**src/rtl/rv_pkg.sv**
```systemverilog
// Shared fetch-stage definitions: next-PC select encodings, reset NOP, fetch FSM states.
package rv_pkg;

  localparam logic [1:0]  PC_SEL_PLUS4  = 2'b00;
  localparam logic [1:0]  PC_SEL_BRANCH = 2'b01;
  localparam logic [1:0]  PC_SEL_JALR   = 2'b10;

  localparam logic [31:0] NOP_INSTR     = 32'h0000_0013;

  typedef enum logic [1:0] {
    REQ  = 2'd0,
    WAIT = 2'd1,
    HOLD = 2'd2,
    HALT = 2'd3
  } fetch_state_t;

endpackage

```
**src/rtl/next_pc_sel.sv**
```systemverilog
// Combinational next-PC mux with misalignment flag on the selected target.
module next_pc_sel
  import rv_pkg::*;
(
  input  logic [31:0] pc,
  input  logic [1:0]  pc_sel,
  input  logic [31:0] branch_addr,
  input  logic [31:0] jalr_tgt,
  output logic [31:0] next_pc,
  output logic        misalign
);

  // Select target; reserved encoding falls back to sequential fetch
  always_comb begin
    next_pc = pc + 32'd4;
    unique case (pc_sel)
      PC_SEL_BRANCH: next_pc = branch_addr;
      PC_SEL_JALR:   next_pc = {jalr_tgt[31:1], 1'b0};
      default:       next_pc = pc + 32'd4;
    endcase
    misalign = |next_pc[1:0];
  end

endmodule

```
**src/rtl/instr_fetch.sv**
```systemverilog
// Fetch stage: PC register, single-outstanding imem read, hold-until-commit to decode.
module instr_fetch
  import rv_pkg::*;
#(
  parameter logic [31:0] RESET_PC = 32'h0000_0000,
  parameter int unsigned TIMEOUT  = 16,
  parameter int unsigned CNT_W    = 5
) (
  input  logic        clk,
  input  logic        reset_if,
  output logic        imem_req,
  output logic [31:0] imem_addr,
  input  logic        imem_rvalid,
  input  logic [31:0] imem_rdata,
  output logic [31:0] instr,
  output logic [31:0] pc,
  output logic        instr_valid,
  input  logic        dec_ready,
  input  logic [1:0]  pc_sel,
  input  logic [31:0] branch_addr,
  input  logic [31:0] jalr_tgt,
  output logic        misalign_err,
  output logic        bus_err
);

  localparam logic [CNT_W-1:0] CNT_LAST = CNT_W'(TIMEOUT - 1);

  fetch_state_t     state, state_nxt;
  logic [CNT_W-1:0] cnt;
  logic [31:0]      next_pc;
  logic             next_misalign;

  next_pc_sel u_next_pc_sel (
    .pc          (pc),
    .pc_sel      (pc_sel),
    .branch_addr (branch_addr),
    .jalr_tgt    (jalr_tgt),
    .next_pc     (next_pc),
    .misalign    (next_misalign)
  );

  assign imem_addr   = pc;
  assign instr_valid = (state == HOLD);

  // State register
  always_ff @(posedge clk) begin
    if (reset_if) state <= REQ;
    else          state <= state_nxt;
  end

  // Next-state and request strobe; request is masked while reset is held
  always_comb begin
    state_nxt = state;
    imem_req  = 1'b0;
    unique case (state)
      REQ: begin
        imem_req  = !reset_if;
        state_nxt = WAIT;
      end
      WAIT: begin
        if (imem_rvalid)          state_nxt = HOLD;
        else if (cnt == CNT_LAST) state_nxt = HALT;
      end
      HOLD: begin
        if (dec_ready) state_nxt = next_misalign ? HALT : REQ;
      end
      default: state_nxt = HALT;
    endcase
  end

  // Datapath: timeout counter, captured instruction, PC and sticky errors
  always_ff @(posedge clk) begin
    if (reset_if) begin
      pc           <= RESET_PC;
      instr        <= NOP_INSTR;
      cnt          <= '0;
      misalign_err <= 1'b0;
      bus_err      <= 1'b0;
    end else begin
      unique case (state)
        REQ: cnt <= '0;
        WAIT: begin
          cnt <= cnt + 1'b1;
          if (imem_rvalid)          instr   <= imem_rdata;
          else if (cnt == CNT_LAST) bus_err <= 1'b1;
        end
        HOLD: begin
          if (dec_ready) begin
            if (next_misalign) misalign_err <= 1'b1;
            else               pc           <= next_pc;
          end
        end
        default: ;
      endcase
    end
  end

endmodule

```
**config.mk**
```make
export PLATFORM = sky130hd
export DESIGN_NAME = instr_fetch
export DESIGN_NICKNAME = d
export VERILOG_FILES = /design/src/rtl/rv_pkg.sv /design/src/rtl/next_pc_sel.sv /design/src/rtl/instr_fetch.sv
export SDC_FILE = /design/constraint.sdc
export NUM_CORES = 1
export LEC_CHECK = 0
export ABC_AREA = 1
export CORE_UTILIZATION = 45
export DETAILED_ROUTE_END_ITERATION = 8
export PLACE_DENSITY_LB_ADDON = 0.1
export SLEW_MARGIN = 20
export SYNTH_ARGS = -nofsm -noshare
export SYNTH_HDL_FRONTEND = slang
export SYNTH_SLANG_ARGS = --single-unit
```
**constraint.sdc**
```tcl
create_clock -name clk -period 4.9 [get_ports clk]
set_input_delay 1.225 -clock clk [delete_from_list [all_inputs] [get_ports clk]]
set_output_delay 1.225 -clock clk [all_outputs]
set_load 0.1 [all_outputs]
```
==> impl_metrics.tcl, run 1 <==
set metrics [dict create \
    status "finished, final reports clean" \
    antenna_found_initial 0 \
    crit_required_ns 5.20 \
    yosysUniqueCellTypes 33 \
    cts_resized 0 \
    yosysTopAreaCellShare_pct 33.79 \
    grt_usage_pct 27.23 \
    seq_area_frac_synth_pct 33.79 \
    synth_area_leaders "dfxtp_1 34%, nand2_1 13%, nor2_1 9.9%" \
    grt_max_degree 40 \
    min_period_ns 3.634 \
    place_hpwl_um 9717 \
    initial_utilization_pct 46.59 \
    ant_nets 0 \
    core_um2 9284 \
    diodes 0 \
    crit_family "buffers and inverters" \
    setup_tns_ns 0 \
    final_cell_mix "199 x clkdlybuf4s50_1, 153 x nand2_1, 114 x nor2_1" \
    start_kind "primary input" \
    slew_headroom_pct 32.21 \
    ys_ff_latch 73 \
    slew_viol_final 0 \
    drt-pass1-iter-count 5 \
    grt_pass1_wl_um 21850 \
    min_path_type "register to register" \
    cp_slowest_cell "inv_2" \
    die_w_um 100.0 \
    hold_buffers 0 \
    critPathCaptureType "register" \
    cp.arrival_ns 3.94 \
    clk_path_buf_depth 2 \
    path_clk_slew_ns 0.10 \
    p_per_area_nw_per_um2 298.8 \
    wirelength_um 13290 \
    clock.fmax_mhz 275.1 \
    crit_chain "clkdlybuf4s50_1 -> inv_1 -> ha_1 -> buf_4 -> buf_4 -> nand2_1 -> nand2_2 -> nand3_2 -> inv_2 -> o21ai_0 -> a21oi_1" \
    ios 202 \
    post_cts_buffers 0 \
    hold_violations 0 \
    setup_viol 0 \
    grt_pass1_vias 4730 \
    grt_overflow_total 0 \
    syn_nets 773 \
    routedWlPerCell_um 13.91 \
    cts_tree "built" \
    postSynthCellCount 666 \
    cap_viol_max_count 0 \
    area_growth_pct 46.98 \
    fin_nets 928 \
    synth_top_area_cell "dfxtp_1" \
    ys_warn_count 0 \
    critPathMaxStageDelay_ns 0.53 \
    rows 35 \
    drive_gt1_share_pct 4.964 \
    clkLatencyLatePin_ns 0.36 \
    preCtsSetupSlack_ns 0.8909 \
    port_buffers 200 \
    fin_ws_ns 1.266 \
    rsz0062_at_grt "no" \
    die_h_um 100.0 \
    period_share_pct 74.17 \
    avgSynthCellArea_um2 6.495 \
    numCtsBuffers 9 \
    via_per_inst 5.074 \
    holdWs_ns 0.4614 \
    clock-sinks 73 \
    crit_top_cell "buf_4" \
    crit_type "primary input to register" \
    drc 0 \
    vias 4846 \
    leakage_nw 2.532 \
    synth_area_um2 4325 \
    dieArea_um2 10010 \
    htreeDepth 3 \
    finalClockSkew_ns 0.01483 \
    place_congestion 0.8522 \
    critPathMaxFanout 32 \
    layout_commonest_cell "clkdlybuf4s50_1" \
    tightest_slew_ns 1.014 \
    ir_worst_vdd_v 0.0002145 \
    first_iter_violations 197 \
    crit_buf_inv 5 \
    clock-root-buffer "clkbuf_8" \
]
-- synthesized netlist by cell type (all sizes together) --
library cell	number
nand4	3
nand3	31
a31oi	1
o21bai	1
o21ai	63
nor2	121
a21boi	1
and2	1
xor2	3
nand2	155
o21a	2
xnor2	1
a21oi	52
buf	47
clkbuf	18
and3	1
nand3b	7
nor3	9
dfxtp	73
a22o	21
a211oi	2
nor3b	2
inv	45
ha	5
o22ai	1
-- final timing paths --
path	slack (ns)	cells after the start	end	start
hold / removal	0.46	2	instr[1]	instr[1]
setup / recovery	1.27	11	imem_addr[8]	pc_sel[0]
setup reg to reg	2.71	7	state[0]	state[1]
hold reg to reg	0.46	2	instr[1]	instr[1]
-- power by group --
group / internal, mW / switching [mW] / total, mW
Sequential: 0.638 / 0.0398 / 0.678
Clock: 0.199 / 0.273 / 0.472
Combinational: 0.213 / 0.538 / 0.751
Total: 1.05 / 0.850 / 1.90
-- worst register-to-register path, delay by kind of cell, from the launching register on --
family                 cells  cell delay, ns
buffers and inverters      3            1.10
DFF                        1            0.47
and+or+nand+nor            3            0.40
AOI/OAI and AO/OA          1            0.16
-- area by class of cell --
class,count,area (um^2)
fillers,829,2927
multi-input cells,483,2307
repair buffers,209,2067
flip-flops and latches,73,1461
inverters,45,168.9
well taps,129,161.4
clock buffers,9,123.9
clock inverters,7,67.56
-- flip-flops by register name, summed over array words and instances (netlist names) --
name          cells
cnt               5
imem_addr        32
bus_err           1
misalign_err      1
instr            32
state             2
-- metrics by stage --
step	instance area, um^2	util [%]	power (mW)	std cells
after floorplan	4325	-	1.230	666
after global placement	6166	66.42	1.433	939
after detailed placement	6166	66.42	1.441	939
after CTS	6357	68.48	1.915	955
after global routing	6357	68.48	1.985	955
final	6357	68.48	1.900	955
-- kinds of logic after synthesis --
group / after synthesis / synth area share [%]
AOI/OAI and AO/OA: 144 / 18.89
xor gates and xnor gates: 4 / 0.8101
adders and majority gates: 5 / 1.446
buffers and inverters: 110 / 12.87
DFF: 73 / 33.79
and+or+nand+nor: 330 / 32.20
-- layer usage --
metal  global-route usage [%]  routed length (um)  up-vias
met5                        0                   0        -
met4                    7.023                 199        0
met3                    7.242                 982       19
met2                    49.23                6627      176
met1                    31.83                5476     2192
li1                         -                   -     2459
Power figures use the tool's default switching activity.
==> inputs of run 2 (changes only) <==
Settings changed: CORE_UTILIZATION 45 to 42.
Clock period 4.9 ns to 3.45 ns, I/O delays scaled along.
==> run 2 against run 1 <==
Compared with the run above:
- die area rose by 7.0%
- sequential power rose by 42%
- count of clock-buffer cells in the layout is 1 higher
- setup slack got worse by 0.47 ns
- final area decreased by 3.4%
- global-route usage is 2.1 points lower
- utilization decreased by 6.2 points
- clock skew is 0.0047 ns lower
==> impl_metrics.tcl, run 2 (same netlist as run 1, synthesis figures left out) <==
set metrics [dict create \
    grt_pass1_vias 4447 \
    cp.arrival_ns 2.94 \
    post_cts_buffers 0 \
    min_path_type "register to register" \
    place_hpwl_um 9826 \
    rsz0062_at_grt "no" \
    tightest_slew_ns 1.004 \
    crit_chain "clkdlybuf4s50_1 -> inv_1 -> ha_1 -> a21oi_1 -> nand2_1 -> nand2_2 -> nand3_2 -> inv_2 -> o21ai_0 -> a21oi_1" \
    setup_tns_ns 0 \
    path_clk_slew_ns 0.09 \
    routedWlPerCell_um 13.90 \
    critPathMaxFanout 32 \
    p_per_area_nw_per_um2 433.8 \
    port_buffers 200 \
    ant_nets 0 \
    leakage_nw 2.723 \
    final_cell_mix "153 x nand2_1, 114 x nor2_1, 110 x buf_4" \
    cts_resized 0 \
    cap_viol_max_count 0 \
    htreeDepth 3 \
    grt_pass1_wl_um 20800 \
    die_w_um 103.5 \
    clock.fmax_mhz 377.4 \
    slew_viol_final 0 \
    diodes 0 \
    antenna_found_initial 0 \
    ir_worst_vdd_v 0.0003472 \
    period_share_pct 76.80 \
    drive_gt1_share_pct 17.27 \
    rows 36 \
    cp_slowest_cell "clkdlybuf4s50_1" \
    setup_viol 0 \
    clock-root-buffer "clkbuf_8" \
    crit_required_ns 3.74 \
    clock-sinks 73 \
    dieArea_um2 10710 \
    die_h_um 103.5 \
    drt-pass1-iter-count 4 \
    drc 0 \
    start_kind "primary input" \
    fillers 928 \
    crit_type "primary input to register" \
    fin_nets 930 \
    crit_top_cell "a21oi_1" \
    place_congestion 0.8641 \
    critPathMaxStageDelay_ns 0.49 \
    hold_buffers 0 \
    finalClockSkew_ns 0.01014 \
    via_per_inst 5.055 \
    min_period_ns 2.650 \
    clkLatencyLatePin_ns 0.36 \
    grt_overflow_total 0 \
    wirelength_um 13360 \
    initial_utilization_pct 43.85 \
    first_iter_violations 169 \
    grt_max_degree 34 \
    numCtsBuffers 9 \
    status "finished, final reports clean" \
    layout_commonest_cell "nand2_1" \
    power_mw 2.665 \
    slew_headroom_pct 33.00 \
    hold_violations 0 \
    grt_usage_pct 25.15 \
    cts_tree "built" \
    vias 4858 \
    area_growth_pct 42.00 \
    critPathCaptureType "register" \
    core_um2 9864 \
    holdWs_ns 0.4716 \
    clk_path_buf_depth 2 \
    ios 202 \
]
## run 2: metrics by stage
stage	area (um^2)	worst slack [ns]	cells	util (%)
after floorplan	4330	0.5642	666	-
after global placement	5956	0.5044	945	60.38
after detailed placement	5956	0.4544	945	60.38
after CTS	6142	0.8299	961	62.27
after global routing	6142	0.6294	961	62.27
final	6142	0.8003	961	62.27
## run 2: path summary, 6_finish.rpt
path	from	endpoint	slack, ns	depth (start not counted)
worst max-delay path	pc_sel[0]	imem_addr[8]	0.80	10
worst max register to register	state[1]	state[0]	1.51	6
worst min-delay path	instr[0]	instr[0]	0.47	2
worst min register to register	instr[0]	instr[0]	0.47	2
## run 2: metal layers
metal	global-route usage (%)	routed length (um)	share of wire (%)	vias to the layer above
li1	-	-	-	2450
met1	28.73	5438	41	2217
met2	46.20	6680	50	177
met3	7.258	1117	8.4	14
met4	5.525	121	0.91	0
met5	0	0	0	-
## run 2: cell type report
cell class / instances / area, um^2 / share of cell area [%]
clock inverter: 6 / 48.80 / 0.7945
sequential: 73 / 1461 / 23.79
multi-input combinational: 483 / 2312 / 37.65
inverter: 45 / 168.9 / 2.750
timing repair buffer: 211 / 1847 / 30.07
clock buffer: 10 / 137.6 / 2.241
tap: 133 / 166.4 / 2.709
## run 2: worst max-delay path: cells and delay by family
| family | cells | cell delay (ns) |
|---|---|---|
| buf+inv | 3 | 0.94 |
| compound gates | 3 | 0.46 |
| simple gates | 3 | 0.38 |
| fa+ha+maj | 1 | 0.30 |
## run 2: report_power, final
group | total [mW] | switching (mW) | internal (mW)
combinational | 1.05 | 0.765 | 0.284
sequential | 0.966 | 0.0597 | 0.906
clock | 0.650 | 0.363 | 0.287
total | 2.66 | 1.19 | 1.48
